**src/rtl/max_score_collector_if.sv**
```systemverilog
// rtl/max_score_collector_if.sv - job, sample and result signals of the max-score collector
interface max_score_collector_if #(
  parameter int DATA_WIDTH = 10,
  parameter int CNT_WIDTH  = 12
);
  logic                  start;
  logic [CNT_WIDTH-1:0]  len;
  logic                  pe_valid;
  logic [DATA_WIDTH-1:0] tree_score;
  logic                  init_o;
  logic                  busy;
  logic                  out_valid;
  logic                  out_ready;
  logic [DATA_WIDTH-1:0] out_score;
  logic [CNT_WIDTH-1:0]  out_idx;

  modport master (
    output start, len, pe_valid, tree_score, out_ready,
    input  init_o, busy, out_valid, out_score, out_idx
  );

  modport slave (
    input  start, len, pe_valid, tree_score, out_ready,
    output init_o, busy, out_valid, out_score, out_idx
  );
endinterface

```
**src/rtl/max_score_collector.sv**
```systemverilog
// rtl/max_score_collector.sv - tracks best max-tree score and its sample index over one job
module max_score_collector #(
  parameter int DATA_WIDTH = 10,
  parameter int CNT_WIDTH  = 12
) (
  input  logic                 clk,
  input  logic                 rst_n,
  max_score_collector_if.slave bus
);

  typedef enum logic [2:0] {
    IDLE  = 3'd0,
    INIT  = 3'd1,
    RUN   = 3'd2,
    DRAIN = 3'd3,
    DONE  = 3'd4
  } state_t;

  state_t                state;
  logic [CNT_WIDTH-1:0]  len_q;
  logic [CNT_WIDTH-1:0]  cnt;
  logic                  drain_cnt;
  logic                  v1;
  logic                  v2;
  logic [CNT_WIDTH-1:0]  idx1;
  logic [CNT_WIDTH-1:0]  idx2;
  logic [DATA_WIDTH-2:0] best_mag;
  logic [CNT_WIDTH-1:0]  best_idx;
  logic                  init_q;
  logic                  busy_q;
  logic                  out_valid_q;

  logic [DATA_WIDTH-2:0] tree_mag;
  logic                  accept;
  logic                  last_sample;
  logic                  take;

  // Negative tree results can never beat the cleared best, so they count as zero.
  always_comb begin
    tree_mag    = bus.tree_score[DATA_WIDTH-1] ? '0 : bus.tree_score[DATA_WIDTH-2:0];
    accept      = (state == RUN) && bus.pe_valid;
    last_sample = accept && (cnt == len_q - 1'b1);
    take        = v2 && (tree_mag > best_mag) && ((state == RUN) || (state == DRAIN));
  end

  always_ff @(posedge clk or negedge rst_n) begin
    if (!rst_n) begin
      state       <= IDLE;
      len_q       <= '0;
      cnt         <= '0;
      drain_cnt   <= 1'b0;
      v1          <= 1'b0;
      v2          <= 1'b0;
      idx1        <= '0;
      idx2        <= '0;
      best_mag    <= '0;
      best_idx    <= '0;
      init_q      <= 1'b0;
      busy_q      <= 1'b0;
      out_valid_q <= 1'b0;
    end else begin
      // The tree result lags its sample by two edges; this pipe keeps index and valid aligned.
      v1   <= accept;
      idx1 <= cnt;
      v2   <= v1;
      idx2 <= idx1;

      if (take) begin
        best_mag <= tree_mag;
        best_idx <= idx2;
      end

      case (state)
        IDLE: begin
          if (bus.start) begin
            state    <= INIT;
            len_q    <= bus.len;
            cnt      <= '0;
            best_mag <= '0;
            best_idx <= '0;
            v1       <= 1'b0;
            v2       <= 1'b0;
            idx1     <= '0;
            idx2     <= '0;
            init_q   <= 1'b1;
            busy_q   <= 1'b1;
          end
        end
        INIT: begin
          init_q <= 1'b0;
          if (len_q == '0) begin
            state       <= DONE;
            out_valid_q <= 1'b1;
          end else begin
            state <= RUN;
          end
        end
        RUN: begin
          if (accept) begin
            cnt <= cnt + 1'b1;
          end
          if (last_sample) begin
            state     <= DRAIN;
            drain_cnt <= 1'b0;
          end
        end
        DRAIN: begin
          drain_cnt <= 1'b1;
          if (drain_cnt) begin
            state       <= DONE;
            out_valid_q <= 1'b1;
          end
        end
        DONE: begin
          if (bus.out_ready) begin
            state       <= IDLE;
            out_valid_q <= 1'b0;
            busy_q      <= 1'b0;
          end
        end
        default: begin
          state       <= IDLE;
          init_q      <= 1'b0;
          busy_q      <= 1'b0;
          out_valid_q <= 1'b0;
        end
      endcase
    end
  end

  assign bus.init_o    = init_q;
  assign bus.busy      = busy_q;
  assign bus.out_valid = out_valid_q;
  assign bus.out_score = {1'b0, best_mag};
  assign bus.out_idx   = best_idx;

endmodule

```
**src/flat_wrapper.sv**
```systemverilog
// flat-port wrapper written by rule: the top's interface ports become plain ports
module max_score_collector_flat 
#(
  parameter int DATA_WIDTH = 10,
  parameter int CNT_WIDTH  = 12
)
  (clk, rst_n, bus_start, bus_len, bus_pe_valid, bus_tree_score, bus_out_ready, bus_init_o, bus_busy, bus_out_valid, bus_out_score, bus_out_idx);
  max_score_collector_if #(.DATA_WIDTH(DATA_WIDTH), .CNT_WIDTH(CNT_WIDTH)) bus_i ();
  input  logic clk;
  input  logic rst_n;
  input wire logic [$bits(bus_i.start)-1:0] bus_start;
  input wire logic [$bits(bus_i.len)-1:0] bus_len;
  input wire logic [$bits(bus_i.pe_valid)-1:0] bus_pe_valid;
  input wire logic [$bits(bus_i.tree_score)-1:0] bus_tree_score;
  input wire logic [$bits(bus_i.out_ready)-1:0] bus_out_ready;
  output wire logic [$bits(bus_i.init_o)-1:0] bus_init_o;
  output wire logic [$bits(bus_i.busy)-1:0] bus_busy;
  output wire logic [$bits(bus_i.out_valid)-1:0] bus_out_valid;
  output wire logic [$bits(bus_i.out_score)-1:0] bus_out_score;
  output wire logic [$bits(bus_i.out_idx)-1:0] bus_out_idx;
  assign bus_i.start = bus_start;
  assign bus_i.len = bus_len;
  assign bus_i.pe_valid = bus_pe_valid;
  assign bus_i.tree_score = bus_tree_score;
  assign bus_i.out_ready = bus_out_ready;
  assign bus_init_o = bus_i.init_o;
  assign bus_busy = bus_i.busy;
  assign bus_out_valid = bus_i.out_valid;
  assign bus_out_score = bus_i.out_score;
  assign bus_out_idx = bus_i.out_idx;
  max_score_collector #(.DATA_WIDTH(DATA_WIDTH), .CNT_WIDTH(CNT_WIDTH)) u_core (.clk(clk), .rst_n(rst_n), .bus(bus_i));
endmodule
```
**config.mk**
```make
export PLATFORM = sky130hd
export DESIGN_NAME = max_score_collector_flat
export DESIGN_NICKNAME = d
export VERILOG_FILES = /design/src/rtl/max_score_collector_if.sv /design/src/rtl/max_score_collector.sv /design/src/flat_wrapper.sv
export SDC_FILE = /design/constraint.sdc
export NUM_CORES = 1
export LEC_CHECK = 0
export ABC_AREA = 1
export CAP_MARGIN = 20
export CORE_MARGIN = 2
export CORE_UTILIZATION = 50
export DETAILED_ROUTE_END_ITERATION = 16
export PLACE_DENSITY = 0.75
export SYNTH_ARGS = -nofsm -noshare
export SYNTH_HDL_FRONTEND = slang
export SYNTH_SLANG_ARGS = --single-unit
```
**constraint.sdc**
```tcl
create_clock -name clk -period 1.5 [get_ports clk]
set_input_delay 0.15 -clock clk [delete_from_list [all_inputs] [get_ports clk]]
set_output_delay 0.15 -clock clk [all_outputs]
set_load 0.005 [all_outputs]
```
==> results of run 1 <==
## logic make-up (layout without fill, tap and decap cells)
group                      after synthesis  in the layout
AOI/OAI and AO/OA                       70             70
other                                    1              1
and+or+nand+nor                        229            229
buffers and inverters                   89            219
adders and majority gates               11             11
xor gates and xnor gates                 8              8
DFF                                     78             78
## registers in the layout, indices dropped and copies added (netlist names)
signal / cells
u_core.bus.out_idx: 12
u_core.cnt: 12
u_core.idx1: 12
u_core.idx2: 12
u_core.len_q: 12
u_core.best_mag: 9
u_core.state: 3
u_core.bus.busy: 1
u_core.bus.init_o: 1
u_core.bus.out_valid: 1
u_core.drain_cnt: 1
u_core.v1: 1
u_core.v2: 1
## layer usage
| layer | vias up | part of all wire | global-route usage |
|---|---|---|---|
| met5 | - | 0 | 0 |
| met4 | 0 | 0.039 | 0.0896 |
| met1 | 1765 | 0.38 | 0.247 |
| li1 | 1764 | - | - |
| met2 | 130 | 0.53 | 0.397 |
| met3 | 39 | 0.045 | 0.0444 |
## placed cells by master (no fill, tap or decap), drive strengths merged
| cell | n |
|---|---|
| nand4 | 4 |
| a31oi | 1 |
| a21oi | 15 |
| clkinv | 3 |
| o31ai | 1 |
| nor4 | 2 |
| clkbuf | 12 |
| o21ai | 50 |
| dlygate4sd2 | 2 |
| buf | 79 |
| nor3b | 1 |
| nand3 | 16 |
| a41oi | 1 |
| o21bai | 1 |
| clkinvlp | 1 |
| nor3 | 5 |
| conb | 1 |
| or2 | 2 |
| dlymetal6s2s | 1 |
| nand2 | 107 |
| xnor2 | 3 |
| nand3b | 2 |
| ha | 11 |
| o311ai | 1 |
| nor2 | 90 |
| inv | 77 |
| dfrtp | 78 |
| dlygate4sd3 | 1 |
| xor2 | 5 |
| clkdlybuf4s50 | 43 |
## critical path: stages (launching register included)
cell	delay, ns
dfrtp_1	0.43
inv_2	0.11
ha_4	0.23
a21oi_4	0.16
o21ai_2	0.08
a21oi_2	0.15
o21ai_2	0.09
nand2_4	0.15
buf_6	0.16
o21ai_2	0.06
a21oi_1	0.20
## power groups by stage
| stage | registers [mW] | logic [mW] | clock network (mW) |
|---|---|---|---|
| after global routing | 3.25 | 6.79 | 1.57 |
| after global placement | 3.12 | 4.38 | 0 |
| final | 3.18 | 6.24 | 1.46 |
| after floorplan | 3.14 | 2.38 | 0 |
| after detailed placement | 3.15 | 4.52 | 0 |
| after CTS | 3.10 | 4.96 | 1.46 |
## what timing repair did
| item | 4_1_cts | 5_1_grt |
|---|---|---|
| gates resized for setup | 60 | 136 |
| endpoints found under the setup margin | 33 | 54 |
| hold buffers | 1 | 0 |
| endpoints found under the hold margin | 78 | 0 |
| pin swaps | 23 | 31 |
| gates cloned | 1 | 4 |
| setup buffers | 9 | 6 |
## final timing paths
check / from / endpoint / slack (ns)
max: u_core.best_mag[2]$_DFF_PN0_ / u_core.best_mag[7]$_DFF_PN0_ / -0.42
min: bus_len[5] / u_core.len_q[5]$_DFFE_PN0P_ / 0.35
max reg2reg: u_core.best_mag[2]$_DFF_PN0_ / u_core.best_mag[7]$_DFF_PN0_ / -0.42
min reg2reg: u_core.idx1[4]$_DFF_PN0_ / u_core.idx2[4]$_DFF_PN0_ / 0.48
max in group asynchronous: rst_n / u_core.state[2]$_DFFE_PN0P_ / 0.81
min in group asynchronous: rst_n / u_core.bus.out_idx[1]$_DFF_PN0_ / 0.36
## stage by stage
stage          instances   util  cell area (um^2)  setup TNS [ns]  total power [mW]
3_3_place_gp         681  0.656              4990          -14.11              7.51
2_1_floorplan        486      -              3990           -1.59              5.53
3_5_place_dp         681  0.656              4990          -15.27              7.67
4_1_cts              708  0.707              5380           -5.18              9.53
5_1_grt              718  0.781              5940          -13.91              11.6
6_report             718  0.781              5940           -9.74              10.9
## area by class of cell
class	instances	area, um^2	share of cell area
Multi-Input combinational cell	319	2130	0.359
Sequential cell	78	1950	0.329
Timing Repair Buffer	129	1270	0.214
Inverter	74	280	0.0472
Tap cell	102	128	0.0215
Clock buffer	9	124	0.0208
Clock inverter	7	55.1	0.00927
==> flow_summary_export.csv, run 1 <==
group,metric,value,unit
run_status,status,"finished with violations",
run_status,violations,"negative setup slack",
clocking,cts_buffer_depth,2,
logic_synthesis,synth_cell_type_count,35,
clocking,clkTransAtPathRegs,0.09,ns
pwr,power.density,1830,nW/um^2
floorplanning,fp.dieArea,8460,um^2
logic_synthesis,yosys-top-cells-count,"nand2_1, nor2_1, dfrtp_1, inv_1, o21ai_0",
sta,final_hold_viol_count,0,
logic_synthesis,syn_avg_cell_area,7.96,um^2
logic_synthesis,synth-xor-area-share,0.0181,
sta,slew_violations,0,
pwr,max-vdd-ir-drop,0.000951,V
placed_design,place_hpwl,5.85,mm
global_route,antenna_found_initial,0,
floorplanning,coreArea,7610,um^2
setup_path,crit_type,"register to register",
logic_synthesis,synth_ff_type,"dfrtp_1",
logic_synthesis,synth_top_cells_by_area,"dfrtp_1, nand2_1, nor2_1",
global_route,grt_use_total,0.217,
cells_and_area,area.growth.synth_to_final,53.6,%
hold_path,worst_hold_path_type,"primary input to register",
floorplanning,chipWidth,92.0,um
setup_path,critPathRequiredTime,1.76,ns
pwr,power.internal,6.49,mW
logic_synthesis,synth_top_family_by_area,"simple AND/OR/NAND/NOR gates",
hold_path,hold_depth,3,
sta,setup_viol,59,
global_route,grt_pass1_wl,14.7,mm
logic_synthesis,synth-seq-cells,78,
logic_synthesis,synthAdderAreaFrac,0.0356,
logic_synthesis,synthSimpleGateAreaFrac,0.246,
route,dr.pass1.iters,5,
job,max-cap-violations,0,
route,drcViolationCount,0,
clocking,insertion_delay,0.35,ns
logic_synthesis,yosysMostFrequentCell,"nand2_1",
clocking,cts_sinks,78,
sta,layout_setup_ws,-0.420,ns
sta,rsz0062_at_grt,"yes",
setup_path,crit_path_max_fanout,7,
route,ant_nets,0,
placed_design,gp_congestion,0.786,
clocking,tritoncts,"yes",
setup_path,endpoint_kind,"register",
cells_and_area,fin_nets,649,
setup_path,ff2ff_path_depth,10,
logic_synthesis,yosys_warnings,0,
logic_synthesis,synth_top_area_share,0.505,
cells_and_area,drive_gt1_frac,0.383,
cells_and_area,diodes,0,
route,via_count,3698,
floorplanning,ios,52,
setup_path,crit_path_start_kind,"register",
sta,hold-worst-slack,0.350,ns
route,via_per_inst,5.15,
pwr,clkPwrFrac,0.134,
global_route,grt-ovfl-total,0,
floorplanning,rows,32,
cells_and_area,n_fill_cell,455,
route,totalWireLength,10.6,mm
clocking,cts_made_buffers,9,
logic_synthesis,synth_edf_count,0,
pwr,switching_power,4.39,mW
logic_synthesis,seq_area_frac_synth,0.505,
route,wl_per_cell,14.8,um
logic_synthesis,syn_inst,486,
pwr,combPwrFrac,0.574,
pwr,p_leak,2.83,nW
logic_synthesis,synth_mux_area_frac,0,
logic_synthesis,syn_area,3870,um^2
placed_design,place_ws,-0.721,ns
pwr,p_sw_frac,0.403,
clocking,cts_root_buffer,"clkbuf_8",
setup_path,cp_data_arrival_time,2.18,ns
floorplanning,start_util,0.509,
sta,fin_skew,0.0131,ns
route,drtIter0Drc,166,
sta,fmax,0.521,GHz
global_route,grt_max_degree,79,
sta,min_period,1.92,ns
logic_synthesis,syn_nets,524,
sta,finalCritPeriodShare,1.28,
floorplanning,die_h,92.0,um
logic_synthesis,synth_compound_area_frac,0.0980,
placed_design,port_buffers,50,
clocking,htreeDepth,3,
pwr,power_frac_seq,0.292,
logic_synthesis,synth-async-reset-ratio,1.00,
global_route,first_global_vias,3469,
logic_synthesis,yosysTopAreaCell,"dfrtp_1",
Note: power is estimated with default switching activity, not from simulation.
==> inputs of run 2 (changes only) <==
--- a/config.mk
+++ b/config.mk
@@ -5,12 +5,11 @@
 export SDC_FILE = /design/constraint.sdc
 export NUM_CORES = 1
 export LEC_CHECK = 0
-export ABC_AREA = 1
 export CAP_MARGIN = 20
 export CORE_MARGIN = 2
-export CORE_UTILIZATION = 50
+export CORE_UTILIZATION = 49
 export DETAILED_ROUTE_END_ITERATION = 16
-export PLACE_DENSITY = 0.75
+export PLACE_DENSITY = 0.74
 export SYNTH_ARGS = -nofsm -noshare
 export SYNTH_HDL_FRONTEND = slang
 export SYNTH_SLANG_ARGS = --single-unit
==> run 2 against run 1 <==
Core utilization down 4.4 points. First-iteration DRC count down 23%. Total power down 30%. Synthesized area down 5.1%. Critical path depth down 2. Highest routed layer unchanged. Clock skew down 0.0011 ns. Sequential power down 14%. Via count down 19%. Clock-buffer cell count unchanged. Non-clock buffer count up 4. The run still ends with negative setup slack left. Largest cell class is now sequential cells. Synthesized cell count down 26%. Worst setup slack worse by 0.14 ns.
==> flow_summary_export.csv, run 2 <==
group,metric,value,unit
run_status,status,"finished with violations",
run_status,violations,"negative setup slack",
logic_synthesis,yosysMostFrequentCell,"dfrtp_1",
sta,min_period,2.06,ns
route,drcViolationCount,0,
cells_and_area,final_cell_mix,"dfrtp_1, buf_4, nand2_1",
cells_and_area,seq_area,1950,um^2
setup_path,crit_path_start_kind,"register",
route,via_per_inst,5.02,
setup_path,cp_data_arrival_time,2.29,ns
logic_synthesis,synth_edf_count,0,
clocking,clkTransAtPathRegs,0.09,ns
pwr,switching_power,2.76,mW
logic_synthesis,seq_area_frac_synth,0.532,
global_route,grt_max_degree,33,
pwr,power.internal,4.88,mW
setup_path,endpoint_kind,"register",
logic_synthesis,yosys-top-cells-count,"dfrtp_1, nand2_1, nor2_1, mux2i_1, and2_1",
pwr,max-vdd-ir-drop,0.000799,V
cells_and_area,final_util,0.737,
route,dr.pass1.iters,4,
sta,finalCritPeriodShare,1.37,
cells_and_area,final_common_cell,"dfrtp_1",
pwr,power_frac_seq,0.360,
logic_synthesis,syn_nets,400,
setup_path,r2r_end,"u_core.drain_cnt$_DFFE_PN0P_",
clocking,htreeDepth,3,
cells_and_area,diodes,0,
route,wl_per_cell,14.1,um
sta,tns,-12.33,ns
cells_and_area,area.growth.synth_to_final,45.8,%
pwr,combPwrFrac,0.446,
logic_synthesis,synth-seq-cells,78,
pwr,clkPwrFrac,0.193,
logic_synthesis,yosys_warnings,0,
logic_synthesis,synth_top_cells_by_area,"dfrtp_1, mux2i_1, nand2_1",
pwr,power.density,1430,nW/um^2
clocking,cts_buffer_depth,2,
logic_synthesis,synth_top_area_share,0.532,
setup_path,critPathRequiredTime,1.73,ns
global_route,grt_pass1_wl,14.1,mm
sta,hold-worst-slack,0.270,ns
clocking,cts_sinks,78,
floorplanning,start_util,0.506,
setup_path,path_cells,"inv_2, ha_4, or4b_4, nor4_4, xnor2_1, nor4_2, nand4_1, a22o_1",
placed_design,port_buffers,50,
setup_path,crit_path_max_fanout,3,
clocking,cts_root_buffer,"clkbuf_8",
sta,final_hold_viol_count,0,
pwr,p_sw_frac,0.361,
route,via_count,3001,
placed_design,gp_congestion,0.851,
clocking,insertion_delay,0.35,ns
hold_path,worst_hold_path_type,"primary input to asynchronous set/reset pin",
setup_path,crit_type,"register to register",
sta,rsz0062_at_grt,"yes",
floorplanning,chipWidth,90.5,um
logic_synthesis,synth_cell_type_count,40,
setup_path,cpMaxStageDelayCell,"or4b_4",
sta,setup_viol,39,
floorplanning,coreArea,7250,um^2
floorplanning,die_h,90.5,um
sta,fmax,0.487,GHz
setup_path,max_stage_delay,0.49,ns
cells_and_area,multi_input_area,1830,um^2
setup_path,path_buf_inv,1,
setup_path,r2r-start,"u_core.len_q[1]$_DFFE_PN0P_",
route,totalWireLength,8.45,mm
cells_and_area,n_fill_cell,500,
setup_path,cpLargestDelayFamily,"simple AND/OR/NAND/NOR gates",
floorplanning,ios,52,
placed_design,place_hpwl,5.79,mm
logic_synthesis,syn_avg_cell_area,10.1,um^2
sta,layout_setup_ws,-0.555,ns
logic_synthesis,syn_area,3670,um^2
logic_synthesis,yosysTopAreaCell,"dfrtp_1",
pwr,p_leak,2.62,nW
clocking,cts_made_buffers,9,
setup_path,r2r_slack,-0.56,ns
floorplanning,rows,31,
job,max-cap-violations,0,
global_route,grt-ovfl-total,0,
logic_synthesis,syn_inst,362,
clocking,tritoncts,"yes",
route,ant_nets,0,
route,drtIter0Drc,127,
sta,slew_violations,0,
global_route,first_global_vias,3096,
logic_synthesis,synth_ff_type,"dfrtp_1",
global_route,grt_use_total,0.216,
sta,fin_skew,0.0120,ns
cells_and_area,fin_nets,532,
global_route,antenna_found_initial,0,
floorplanning,fp.dieArea,8200,um^2
cells_and_area,drive_gt1_frac,0.295,
setup_path,ff2ff_path_depth,8,
logic_synthesis,synth-async-reset-ratio,1.00,
## run 2: cell count changes after synthesis, sizes merged, moves of 8 or more
cell	change
nor2	-55
mux2i	+24
nand2	-54
a21oi	-8
o21ai	-34
and2	+23
inv	-55
nand3	-9
nor2b	+11
## run 2: final cells by class
cell class                      count  area share
Clock inverter                      7      0.0101
Multi-Input combinational cell    253       0.342
Clock buffer                        9      0.0232
Timing Repair Buffer              133       0.223
Sequential cell                    78       0.365
Tap cell                           99      0.0232
Inverter                           19      0.0133
## run 2: repair_timing
action	in CTS	in global routing
pin swaps	18	14
endpoints found under the setup margin	63	51
gates cloned	1	1
hold buffers	1	0
gates resized for setup	30	32
hold endpoints to repair	30	0
buffers inserted	10	7
## run 2: per-layer routing
metal  global-route usage  up-vias  routed length, um
met5                    0        -                  0
met4                0.101        0                171
met3               0.0367       15                286
met2                0.376       67               4350
met1                0.260     1445               3640
li1                     -     1474                  -
## run 2: metrics by stage
stage / cells / total power, mW / setup WS (ns) / area, um^2
after floorplan: 362 / 4.42 / -0.465 / 3780
after global routing: 598 / 8.16 / -0.668 / 5350
after CTS: 592 / 7.46 / -0.581 / 5210
after detailed placement: 564 / 5.76 / -0.862 / 4830
after global placement: 564 / 5.65 / -0.826 / 4830
final: 598 / 7.64 / -0.555 / 5350
## run 2: how the worst max path moves through the flow
stage / end / slack [ns] / cells after the start / from
global placement: u_core.best_mag[0]$_DFF_PN0_ / -0.83 / 11 / bus_tree_score[9]
CTS: u_core.drain_cnt$_DFFE_PN0P_ / -0.58 / 8 / u_core.len_q[1]$_DFFE_PN0P_
global route: u_core.drain_cnt$_DFFE_PN0P_ / -0.67 / 8 / u_core.len_q[1]$_DFFE_PN0P_
floorplan: u_core.drain_cnt$_DFFE_PN0P_ / -0.46 / 8 / u_core.len_q[0]$_DFFE_PN0P_
finish: u_core.drain_cnt$_DFFE_PN0P_ / -0.56 / 8 / u_core.len_q[1]$_DFFE_PN0P_
detailed placement: u_core.best_mag[0]$_DFF_PN0_ / -0.86 / 11 / bus_tree_score[9]
## run 2: kinds of logic (layout without fill, tap and decap cells)
kind of cell,Yosys count,in the layout,synth area share
AO/OA/AOI/OAI,37,37,0.0607
other,1,1,0.00102
adder cells (fa/ha/maj),11,11,0.0375
XOR/XNOR,17,17,0.0406
flip-flops,78,78,0.532
multiplexers,27,27,0.0747
buffers and inverters,31,168,0.0338
AND/OR/NAND/NOR,160,160,0.220
## run 2: power by group through the flow
| stage | clock network [mW] | registers (mW) | logic [mW] |
|---|---|---|---|
| 6_report | 1.48 | 2.75 | 3.41 |
| 5_1_grt | 1.60 | 2.81 | 3.75 |
| 4_1_cts | 1.50 | 2.74 | 3.21 |
| 3_5_place_dp | 0 | 2.79 | 2.97 |
| 3_3_place_gp | 0 | 2.76 | 2.89 |
| 2_1_floorplan | 0 | 2.80 | 1.62 |
